$ cat config.mk
export PLATFORM = sky130hd
export DESIGN_NAME = pipe_hazard_ctrl_flat
export DESIGN_NICKNAME = d
export VERILOG_FILES = /design/src/rtl/pipe_hazard_ctrl_if.sv /design/src/rtl/pipe_hazard_ctrl.sv /design/src/flat_wrapper.sv
export SDC_FILE = /design/constraint.sdc
export NUM_CORES = 1
export LEC_CHECK = 0
export BUFFER_PORTS_ARGS = -buffer_cell sky130_fd_sc_hd__buf_4
export CORE_ASPECT_RATIO = 1.25
export CORE_MARGIN = 3
export CORE_UTILIZATION = 26
export DETAILED_ROUTE_END_ITERATION = 10
export PLACE_DENSITY_LB_ADDON = 0.2
export SLEW_MARGIN = 0
export SYNTH_ARGS = -nofsm -noshare
export SYNTH_HDL_FRONTEND = slang
export SYNTH_SLANG_ARGS = --single-unit
$ cat constraint.sdc
create_clock -name clk -period 2.6 [get_ports clk]
set_clock_uncertainty 0.1 [all_clocks]
set_input_delay 0.52 -clock clk [delete_from_list [all_inputs] [get_ports clk]]
set_output_delay 0.52 -clock clk [all_outputs]
set_load 0.01 [all_outputs]
$ cat src/rtl/pipe_hazard_ctrl_if.sv
// Hazard-control bundle between the pipeline datapath and pipe_hazard_ctrl.
// The master side is the datapath and the slave side is the scheduler.
interface pipe_hazard_ctrl_if;
    logic [4:0] rs_D;
    logic [4:0] rt_D;
    logic [1:0] tuse_rs_D;
    logic [1:0] tuse_rt_D;
    logic       mdu_use_D;
    logic [4:0] WriteReg_E;
    logic       RegWrite_E;
    logic [1:0] tnew_E;
    logic [4:0] WriteReg_M;
    logic       RegWrite_M;
    logic [1:0] tnew_M;
    logic       mdu_start_E;
    logic       mdu_is_div_E;
    logic       pc_en;
    logic       fd_en;
    logic       de_flush;
    logic       em_en;
    logic       mw_en;
    logic       mdu_busy;

    modport master (
        output rs_D, rt_D, tuse_rs_D, tuse_rt_D, mdu_use_D,
        output WriteReg_E, RegWrite_E, tnew_E,
        output WriteReg_M, RegWrite_M, tnew_M,
        output mdu_start_E, mdu_is_div_E,
        input  pc_en, fd_en, de_flush, em_en, mw_en, mdu_busy
    );

    modport slave (
        input  rs_D, rt_D, tuse_rs_D, tuse_rt_D, mdu_use_D,
        input  WriteReg_E, RegWrite_E, tnew_E,
        input  WriteReg_M, RegWrite_M, tnew_M,
        input  mdu_start_E, mdu_is_div_E,
        output pc_en, fd_en, de_flush, em_en, mw_en, mdu_busy
    );
endinterface

$ cat src/rtl/pipe_hazard_ctrl.sv
// Stall/flush scheduler for the 5-stage pipeline (Tuse/Tnew + MDU busy timer).
// Optional stall counters are enabled by defining HAZARD_STALL_CNT_EN.
module pipe_hazard_ctrl #(
    parameter int MULT_CYCLES = 5,
    parameter int DIV_CYCLES  = 10,
    parameter int CNT_W       = 4
) (
    input  logic              clk,
    input  logic              reset,
    pipe_hazard_ctrl_if.slave hz
`ifdef HAZARD_STALL_CNT_EN
    ,
    output logic [31:0]       stall_cycles,
    output logic [31:0]       mdu_stall_cycles
`endif
);

    localparam logic [CNT_W-1:0] LP_MULT = CNT_W'(MULT_CYCLES);
    localparam logic [CNT_W-1:0] LP_DIV  = CNT_W'(DIV_CYCLES);

    logic [CNT_W-1:0] r_busy_cnt;
    logic             w_busy;
    logic             w_rs_e;
    logic             w_rs_m;
    logic             w_rt_e;
    logic             w_rt_m;
    logic             w_stall_rs;
    logic             w_stall_rt;
    logic             w_stall_mdu;
    logic             w_stall;

    // Tnew = 0 or Tuse = 3 can never satisfy tuse < tnew, so neither stalls.
    assign w_rs_e = hz.RegWrite_E && (hz.rs_D == hz.WriteReg_E)
                    && (hz.tuse_rs_D < hz.tnew_E);
    assign w_rs_m = hz.RegWrite_M && (hz.rs_D == hz.WriteReg_M)
                    && (hz.tuse_rs_D < hz.tnew_M);
    assign w_rt_e = hz.RegWrite_E && (hz.rt_D == hz.WriteReg_E)
                    && (hz.tuse_rt_D < hz.tnew_E);
    assign w_rt_m = hz.RegWrite_M && (hz.rt_D == hz.WriteReg_M)
                    && (hz.tuse_rt_D < hz.tnew_M);

    assign w_stall_rs  = (hz.rs_D != 5'd0) && (w_rs_e || w_rs_m);
    assign w_stall_rt  = (hz.rt_D != 5'd0) && (w_rt_e || w_rt_m);
    assign w_busy      = (r_busy_cnt != '0);
    assign w_stall_mdu = hz.mdu_use_D && (hz.mdu_start_E || w_busy);
    assign w_stall     = w_stall_rs | w_stall_rt | w_stall_mdu;

    assign hz.pc_en    = ~w_stall;
    assign hz.fd_en    = ~w_stall;
    assign hz.de_flush = w_stall;
    assign hz.em_en    = 1'b1;
    assign hz.mw_en    = 1'b1;
    assign hz.mdu_busy = w_busy;

    // A new start always reloads, even while a previous op is still running.
    always_ff @(posedge clk) begin
        if (reset) begin
            r_busy_cnt <= '0;
        end else if (hz.mdu_start_E) begin
            r_busy_cnt <= hz.mdu_is_div_E ? LP_DIV : LP_MULT;
        end else if (w_busy) begin
            r_busy_cnt <= r_busy_cnt - 1'b1;
        end
    end

`ifdef HAZARD_STALL_CNT_EN
    logic [31:0] r_stall_cycles;
    logic [31:0] r_mdu_stall_cycles;

    always_ff @(posedge clk) begin
        if (reset) begin
            r_stall_cycles     <= '0;
            r_mdu_stall_cycles <= '0;
        end else begin
            if (w_stall)
                r_stall_cycles <= r_stall_cycles + 32'd1;
            if (w_stall_mdu)
                r_mdu_stall_cycles <= r_mdu_stall_cycles + 32'd1;
        end
    end

    assign stall_cycles     = r_stall_cycles;
    assign mdu_stall_cycles = r_mdu_stall_cycles;
`endif

endmodule

$ cat src/flat_wrapper.sv
// flat-port wrapper written by rule: the top's interface ports become plain ports
module pipe_hazard_ctrl_flat 
#(
    parameter int MULT_CYCLES = 5,
    parameter int DIV_CYCLES  = 10,
    parameter int CNT_W       = 4
)
  (clk, reset, hz_rs_D, hz_rt_D, hz_tuse_rs_D, hz_tuse_rt_D, hz_mdu_use_D, hz_WriteReg_E, hz_RegWrite_E, hz_tnew_E, hz_WriteReg_M, hz_RegWrite_M, hz_tnew_M, hz_mdu_start_E, hz_mdu_is_div_E, hz_pc_en, hz_fd_en, hz_de_flush, hz_em_en, hz_mw_en, hz_mdu_busy);
  pipe_hazard_ctrl_if hz_i ();
  input  logic clk;
  input  logic reset;
  input wire logic [$bits(hz_i.rs_D)-1:0] hz_rs_D;
  input wire logic [$bits(hz_i.rt_D)-1:0] hz_rt_D;
  input wire logic [$bits(hz_i.tuse_rs_D)-1:0] hz_tuse_rs_D;
  input wire logic [$bits(hz_i.tuse_rt_D)-1:0] hz_tuse_rt_D;
  input wire logic [$bits(hz_i.mdu_use_D)-1:0] hz_mdu_use_D;
  input wire logic [$bits(hz_i.WriteReg_E)-1:0] hz_WriteReg_E;
  input wire logic [$bits(hz_i.RegWrite_E)-1:0] hz_RegWrite_E;
  input wire logic [$bits(hz_i.tnew_E)-1:0] hz_tnew_E;
  input wire logic [$bits(hz_i.WriteReg_M)-1:0] hz_WriteReg_M;
  input wire logic [$bits(hz_i.RegWrite_M)-1:0] hz_RegWrite_M;
  input wire logic [$bits(hz_i.tnew_M)-1:0] hz_tnew_M;
  input wire logic [$bits(hz_i.mdu_start_E)-1:0] hz_mdu_start_E;
  input wire logic [$bits(hz_i.mdu_is_div_E)-1:0] hz_mdu_is_div_E;
  output wire logic [$bits(hz_i.pc_en)-1:0] hz_pc_en;
  output wire logic [$bits(hz_i.fd_en)-1:0] hz_fd_en;
  output wire logic [$bits(hz_i.de_flush)-1:0] hz_de_flush;
  output wire logic [$bits(hz_i.em_en)-1:0] hz_em_en;
  output wire logic [$bits(hz_i.mw_en)-1:0] hz_mw_en;
  output wire logic [$bits(hz_i.mdu_busy)-1:0] hz_mdu_busy;
  assign hz_i.rs_D = hz_rs_D;
  assign hz_i.rt_D = hz_rt_D;
  assign hz_i.tuse_rs_D = hz_tuse_rs_D;
  assign hz_i.tuse_rt_D = hz_tuse_rt_D;
  assign hz_i.mdu_use_D = hz_mdu_use_D;
  assign hz_i.WriteReg_E = hz_WriteReg_E;
  assign hz_i.RegWrite_E = hz_RegWrite_E;
  assign hz_i.tnew_E = hz_tnew_E;
  assign hz_i.WriteReg_M = hz_WriteReg_M;
  assign hz_i.RegWrite_M = hz_RegWrite_M;
  assign hz_i.tnew_M = hz_tnew_M;
  assign hz_i.mdu_start_E = hz_mdu_start_E;
  assign hz_i.mdu_is_div_E = hz_mdu_is_div_E;
  assign hz_pc_en = hz_i.pc_en;
  assign hz_fd_en = hz_i.fd_en;
  assign hz_de_flush = hz_i.de_flush;
  assign hz_em_en = hz_i.em_en;
  assign hz_mw_en = hz_i.mw_en;
  assign hz_mdu_busy = hz_i.mdu_busy;
  pipe_hazard_ctrl #(.MULT_CYCLES(MULT_CYCLES), .DIV_CYCLES(DIV_CYCLES), .CNT_W(CNT_W)) u_core (.clk(clk), .reset(reset), .hz(hz_i));
endmodule
# Word-level counts from Yosys, hierarchy flattened

Cells that the tools add are included.

Output and inout port bits: 6
Bits in registers: 4
Word-level logic and storage cells: 34
Input bits: 35

Bitwise gates (word level): 3
$add $sub $neg: 1
Mux-type cells: 3
Order comparisons: 4
Eq/ne operators: 4
Reductions and logical operators: 18

Operator list:

| cell                  | number |
|---|---|
| $eq A5 B5 Y1          | 4 |
| $mux W4               | 3 |
| $logic_and A1 B1 Y1   | 11 |
| $reduce_bool A5 Y1    | 2 |
| $lt A2 B2 Y1          | 4 |
| $reduce_bool A4 Y1    | 1 |
| $sub A4 B1 Y4 const B | 1 |
| $logic_or A1 B1 Y1    | 3 |
| $or A1 B1 Y1          | 2 |
| $reduce_bool A2 Y1    | 1 |
| $not A1 Y1            | 1 |

# Longest topological paths before layout

Gate-level depths: netlist of the first run.

Depth after elaboration: 8
Gate-level depth with buffers: 7
Gate-level depth less buffers: 6

# Worst setup path after synthesis of the first run

OpenSTA, ideal clock, no wires.

Kind: input-to-output
Start point: in hz_tnew_E[1]
End point: out hz_pc_en
Path slack: 338 ps
Arrival time: 1642 ps
Path buffers: 1
Data required time: 1980 ps
Stages on the path: 7
Path through: inv_1 ha_1 nand2b_1 nor4_1 a22oi_1 o221a_1 buf_4

Cells in the longest elaborated chain, start to end: 7
Elaborated cells between the ends (all ways): 11
Classes of those cells: order compare (2); bitwise (3); reduce/logical (6)

Ends and longest elaborated chain:

| what                                          | line                                           | RTL |
|---|---|---|
| start: declaration                            | flat_wrapper.sv:19                             | `input wire logic [$bits(hz_i.tnew_E)-1:0] hz_tnew_E;` |
| $lt A2 B2 Y1, on equally long branches        | pipe_hazard_ctrl.sv:34, pipe_hazard_ctrl.sv:38 |  |
| $logic_and A1 B1 Y1, on equally long branches | pipe_hazard_ctrl.sv:34, pipe_hazard_ctrl.sv:38 |  |
| $logic_or A1 B1 Y1, on equally long branches  | pipe_hazard_ctrl.sv:42, pipe_hazard_ctrl.sv:43 |  |
| $logic_and A1 B1 Y1, on equally long branches | pipe_hazard_ctrl.sv:42, pipe_hazard_ctrl.sv:43 |  |
| $or A1 B1 Y1 (*) (2 in a row)                 | pipe_hazard_ctrl.sv:46                         | `assign w_stall = w_stall_rs \| w_stall_rt \| w_stall_mdu;` |
| $not A1 Y1 (*)                                | n/a                                            |  |
| end: declaration                              | flat_wrapper.sv:25                             | `output wire logic [$bits(hz_i.pc_en)-1:0] hz_pc_en;` |

Mark *: on every way between the ends. The rest lies on a longest branch, timed or not.

# Worst setup path after layout of the first run

Start point: in hz_tnew_E[1]
End point: out hz_pc_en

Cells in the longest elaborated chain, start to end: 7
Elaborated cells between the ends (all ways): 11
Classes of those cells: order compare (2); bitwise (3); reduce/logical (6)

Ends and longest elaborated chain:

| what                                          | line                                           | RTL |
|---|---|---|
| $lt A2 B2 Y1, on equally long branches        | pipe_hazard_ctrl.sv:34, pipe_hazard_ctrl.sv:38 |  |
| $logic_and A1 B1 Y1, on equally long branches | pipe_hazard_ctrl.sv:34, pipe_hazard_ctrl.sv:38 |  |
| $logic_or A1 B1 Y1, on equally long branches  | pipe_hazard_ctrl.sv:42, pipe_hazard_ctrl.sv:43 |  |
| $logic_and A1 B1 Y1, on equally long branches | pipe_hazard_ctrl.sv:42, pipe_hazard_ctrl.sv:43 |  |
| $or A1 B1 Y1 (*) (2 in a row)                 | pipe_hazard_ctrl.sv:46                         |  |
| $not A1 Y1 (*)                                | pipe_hazard_ctrl.sv:48                         | `assign hz.pc_en = ~w_stall;` |

Marked as above.

==> impl_metrics.tcl, run 1 <==
set metrics [dict create \
    required_ps 1980 \
    hp-class "in -> reg" \
    synth_top_area_share_pct 29.2 \
    powerDensity_nw_per_um2 324 \
    n_antenna_cell 0 \
    post-route-drc-count 0 \
    grt_pass1_wl_um 2950 \
    synth_compound_area_share_pct 16.3 \
    maxCapViolations 0 \
    drive_gt1_share_pct 35.3 \
    slowest_delay_ps 280 \
    drtAntennaViolNets 0 \
    cts_buffers 3 \
    io_buffers 38 \
    die_y_um 62.3 \
    grt_max_degree 8 \
    ctsHoldBuffers 0 \
    cts-htree-levels 1 \
    yosys.area_share.adder_pct 11.4 \
    critPathCaptureType "output pin" \
    synth_cells 81 \
    largest_register_ffs 4 \
    synth.area.top_cells "xor2_1 (29%), dfxtp_1 (12%), ha_1 (11%), nand2b_1 (8.5%), a211oi_1 (4.6%)" \
    synth_top_family_by_area "XOR/XNOR gates" \
    wl_per_cell_um 12.2 \
    cp.arrival_ps 1810 \
    rows 19 \
    r2r_setup_slack_ps 960 \
    synth.lib_cells_used.distinct 25 \
    dp_hpwl_um 1630 \
    rsz0062_at_grt "false" \
    cts.sinks 4 \
    layout_common_cells "buf_4 (38), xor2_1 (22), nand2b_1 (9), ha_1 (6), nor2_1 (5)" \
    finalCriticalPeriod_ps 2430 \
    grt_use_total_pct 11.7 \
    r2r_start "u_core.r_busy_cnt[0]" \
    syn_area_per_cell_sq_um 8.14 \
    hold_viol 0 \
    instances_no_fill 150 \
    insertion_delay_ps 230 \
    period_share_pct 93.4 \
    leakage_uw 0.000466 \
    gp_congestion 0.775 \
    vias 691 \
    fin_area_sq_um 976 \
    reg_top3 "u_core.r_busy_cnt (4)" \
    initial_core_util_pct 28.6 \
    ys_seq_area_share_pct 12.1 \
    path_class "in -> out" \
    area_growth_pct 48.0 \
    fin_util_pct 42.3 \
    dieArea_sq_um 3180 \
    clk_path_buf_depth 2 \
    via_per_inst 4.61 \
    place_area_sq_um 953 \
    first_iter_violations 5 \
    num-fill-cells 238 \
    placed_cells 147 \
    grt_pass1_vias 710 \
    whs_ps 368 \
    core_sq_um 2310 \
    fmax_mhz 412 \
    cts_setup_buffers 0 \
    crit_path_start_kind "input port" \
    ir_drop_mv 0.220 \
    synthesis.area_sq_um 659 \
    cp_slowest_cell "o221a_1" \
    synth_simple_gate_area_share_pct 21.6 \
    cpMostUsedCell "buf_4" \
    clkTransAtPathRegs_ps 40 \
    wirelength_um 1830 \
    layout_commonest_cell "buf_4" \
    synth_mux_area_share_pct 0 \
    cp-endpoint "hz_pc_en" \
    status "completed" \
    startpoint "hz_tnew_E[1]" \
    io_pins 41 \
    cts_resized 0 \
    worstPathCellList "buf_4 > inv_1 > ha_1 > nand2b_1 > nor4_1 > a22oi_1 > o221a_1 > buf_4" \
    cts-root-buf "clkbuf_4" \
    netlist.top_cell.by_area "xor2_1" \
    die_w_um 51.0 \
    tns_ps 0 \
    slew_violations 0 \
    antenna_found_initial 0 \
    setup_viol 0 \
    r2r-end "u_core.r_busy_cnt[1]" \
    synth_xor_xnor_area_share_pct 30.6 \
    reg2reg_depth 5 \
    tritoncts "yes" \
    ys_seq_elements 4 \
    grt_overflow 0 \
    yosysWarnings 0 \
    firstDrtPassIters 4 \
    crit_path_max_fanout 2 \
    nets 162 \
    max_flop_register "u_core.r_busy_cnt" \
]
logic make-up (layout without fill, tap and decap cells):
group           count (synthesis)  in the layout
compound gates                 14             14
xor+xnor                       23             23
fa+ha+maj                       6              6
buf+inv                         8             45
flops                           4              4
other cells                     1              2
simple gates                   25             25
metrics by stage:
stage                     total power, uW  worst slack, ps
after floorplan                       170              338
after global placement                241              168
after detailed placement              243              151
after CTS                             322              151
after global routing                  345             30.4
final                                 316              171
final cells by class:
cell class | count | area [sq um] | share of cell area [%]
multi-input cells | 70 | 534 | 54.7
repair buffers | 38 | 285 | 29.2
flip-flops and latches | 4 | 80.1 | 8.21
well taps | 31 | 38.8 | 3.97
clock buffers | 3 | 22.5 | 2.31
inverters | 4 | 15.0 | 1.54
worst max-delay path: cells and delay by family:
family	cells	cell delay, ps
compound gates	2	440
simple gates	2	400
buf+inv	3	270
fa+ha+maj	1	180
power by group:
group | switching (uW) | total [uW] | internal [uW]
combinational | 75.2 | 166 | 91.2
clock | 23.8 | 75.3 | 51.5
sequential | 5.64 | 74.3 | 68.7
total | 105 | 316 | 211
worst min-delay path by stage:
stage | start | to | slack [ps] | cells past startpoint
3_5_place_dp | u_core.r_busy_cnt[2] | u_core.r_busy_cnt[2] | 500 | 3
5_1_grt | reset | u_core.r_busy_cnt[1] | 370 | 2
3_3_place_gp | u_core.r_busy_cnt[2] | u_core.r_busy_cnt[2] | 490 | 3
6_report | reset | u_core.r_busy_cnt[1] | 370 | 2
4_1_cts | reset | u_core.r_busy_cnt[1] | 360 | 2
2_1_floorplan | u_core.r_busy_cnt[2] | u_core.r_busy_cnt[2] | 450 | 3
cells in the mapped netlist (all sizes together):
library cell	number
or3b	1
a22oi	3
inv	4
a21oi	2
nor2b	1
nor2	5
ha	6
buf	4
or4	2
xnor2	1
conb	1
nand2b	9
nand2	2
o221ai	1
nor3	1
dfxtp	4
o221a	1
a211o	1
o21ai	1
a211oi	4
o21a	1
xor2	22
nor4	4
per-layer routing:
layer	global-route usage, %	vias up	wire [um]
li1	-	355	-
met1	13.3	305	734
met2	21.1	29	907
met3	2.15	2	172
met4	4.04	0	14
met5	0	-	0
Note: power is estimated with default switching activity, not from simulation.
==> run 2, diff against run 1 <==
BUFFER_PORTS_ARGS = -buffer_cell sky130_fd_sc_hd__buf_2   (was -buffer_cell sky130_fd_sc_hd__buf_4)
CTS_CLUSTER_SIZE = 8   (was default)
==> impl_metrics.tcl, run 2 (synthesis gave the netlist of run 1 again) <==
set metrics [dict create \
    via_per_inst 4.53 \
    grt_use_total_pct 12.0 \
    slowest_delay_ps 280 \
    dieArea_sq_um 3180 \
    post-route-drc-count 0 \
    die_w_um 51.0 \
    p_seq_share_pct 25.0 \
    n_antenna_cell 0 \
    ctsHoldBuffers 0 \
    antenna_found_initial 0 \
    cts_setup_buffers 0 \
    drive_gt1_share_pct 35.3 \
    max_flop_register "u_core.r_busy_cnt" \
    core_sq_um 2310 \
    cts_resized 0 \
    grt_pass1_vias 716 \
    instances_no_fill 150 \
    reg_top3 "u_core.r_busy_cnt (4)" \
    wirelength_um 1760 \
    cts_buffers 3 \
    critPathCaptureType "output pin" \
    clkPwrFrac_pct 25.7 \
    hold_viol 0 \
    dp_slack_ps 162 \
    hold_path_depth 2 \
    path_class "in -> out" \
    clkTransAtPathRegs_ps 40 \
    intPower_uw 192 \
    fin_ws_ps 178 \
    crit_path_max_fanout 2 \
    critical_path_buf_inv_count 3 \
    area_growth_pct 33.6 \
    leakage_uw 0.000432 \
    gp_congestion 0.799 \
    rsz0062_at_grt "false" \
    wl_per_cell_um 11.7 \
    largest_register_ffs 4 \
    grt_overflow 0 \
    fmax_mhz 413 \
    vias 680 \
    initial_core_util_pct 28.6 \
    grt_pass1_wl_um 2990 \
    powerDensity_nw_per_um2 336 \
    cp_slowest_cell "o221a_1" \
    cts.sinks 4 \
    worstPathCellList "buf_2 > inv_1 > ha_1 > nand2b_1 > nor4_1 > a22oi_1 > o221a_1 > buf_2" \
    finalCriticalPeriod_ps 2420 \
    clk_path_buf_depth 2 \
    io_buffers 38 \
    setup_viol 0 \
    grt_max_degree 8 \
    tns_ps 0 \
    first_iter_violations 12 \
    num-fill-cells 258 \
    layout_commonest_cell "buf_2" \
    cp.arrival_ps 1800 \
    cts-htree-levels 1 \
    nets 162 \
    insertion_delay_ps 230 \
    period_share_pct 93.2 \
    placed_cells 147 \
    cpMostUsedCell "buf_2" \
    fin_util_pct 38.2 \
    die_y_um 62.3 \
    io_pins 41 \
    combPwrFrac_pct 49.2 \
    crit_path_start_kind "input port" \
    hp-class "in -> reg" \
    slew_violations 0 \
    r2r_setup_slack_ps 990 \
    dp_hpwl_um 1580 \
    status "completed" \
    reg2reg_depth 5 \
    rows 19 \
    required_ps 1980 \
    p_sw_uw 104 \
    swShare_pct 35.1 \
    crit_cells 8 \
    critPathTopFamily "compound AO/OA/AOI/OAI gates" \
    cts-root-buf "clkbuf_4" \
    maxCapViolations 0 \
    ir_drop_mv 0.364 \
    firstDrtPassIters 3 \
    layout_common_cells "buf_2 (38), xor2_1 (22), nand2b_1 (9), ha_1 (6), nor2_1 (5)" \
    drtAntennaViolNets 0 \
    tritoncts "yes" \
]
[run 2: cell type report]
class                      count  area [sq um]  area share (%)
clock buffer                   3          22.5            2.56
inverter                       4          15.0            1.70
multi-input combinational     70           534            60.7
sequential                     4          80.1            9.09
tap                           31          38.8            4.40
timing repair buffer          38           190            21.6
[run 2: power by group through the flow]
stage	Sequential, uW	Combinational (uW)	Clock, uW
global route	75.0	166	86.1
finish	74.0	146	76.1
global placement	74.9	146	0
floorplan	73.7	96.7	0
CTS	74.1	148	79.3
detailed placement	75.1	147	0
[run 2: worst reg2reg max path, stage by stage (launching register included)]
cell     delay, ps
dfxtp_1        320
inv_1           80
ha_1           140
or3b_1         450
a211o_1        340
a21oi_2        120
[run 2: final timing paths]
| check | startpoint | to |
|---|---|---|
| worst max-delay path | hz_tnew_E[1] | hz_fd_en |
| worst min-delay path | reset | u_core.r_busy_cnt[1] |
| worst max register to register | u_core.r_busy_cnt[0] | u_core.r_busy_cnt[1] |
| worst min register to register | u_core.r_busy_cnt[2] | u_core.r_busy_cnt[2] |
[run 2: layer usage]
| metal | routed length, um | up-vias | track usage [%] |
|---|---|---|---|
| met2 | 832 | 30 | 20.3 |
| met4 | 31 | 0 | 6.06 |
| met5 | 0 | - | 0 |
| li1 | - | 355 | - |
| met3 | 147 | 4 | 2.63 |
| met1 | 748 | 291 | 13.7 |
[run 2: per-stage QoR]
stage          area (sq um)  hold WS [ps]  power [uW]
2_1_floorplan           663           448         170
3_3_place_gp            858           497         221
3_5_place_dp            858           496         222
4_1_cts                 881           383         301
5_1_grt                 881           381         327
6_report                881           391         296
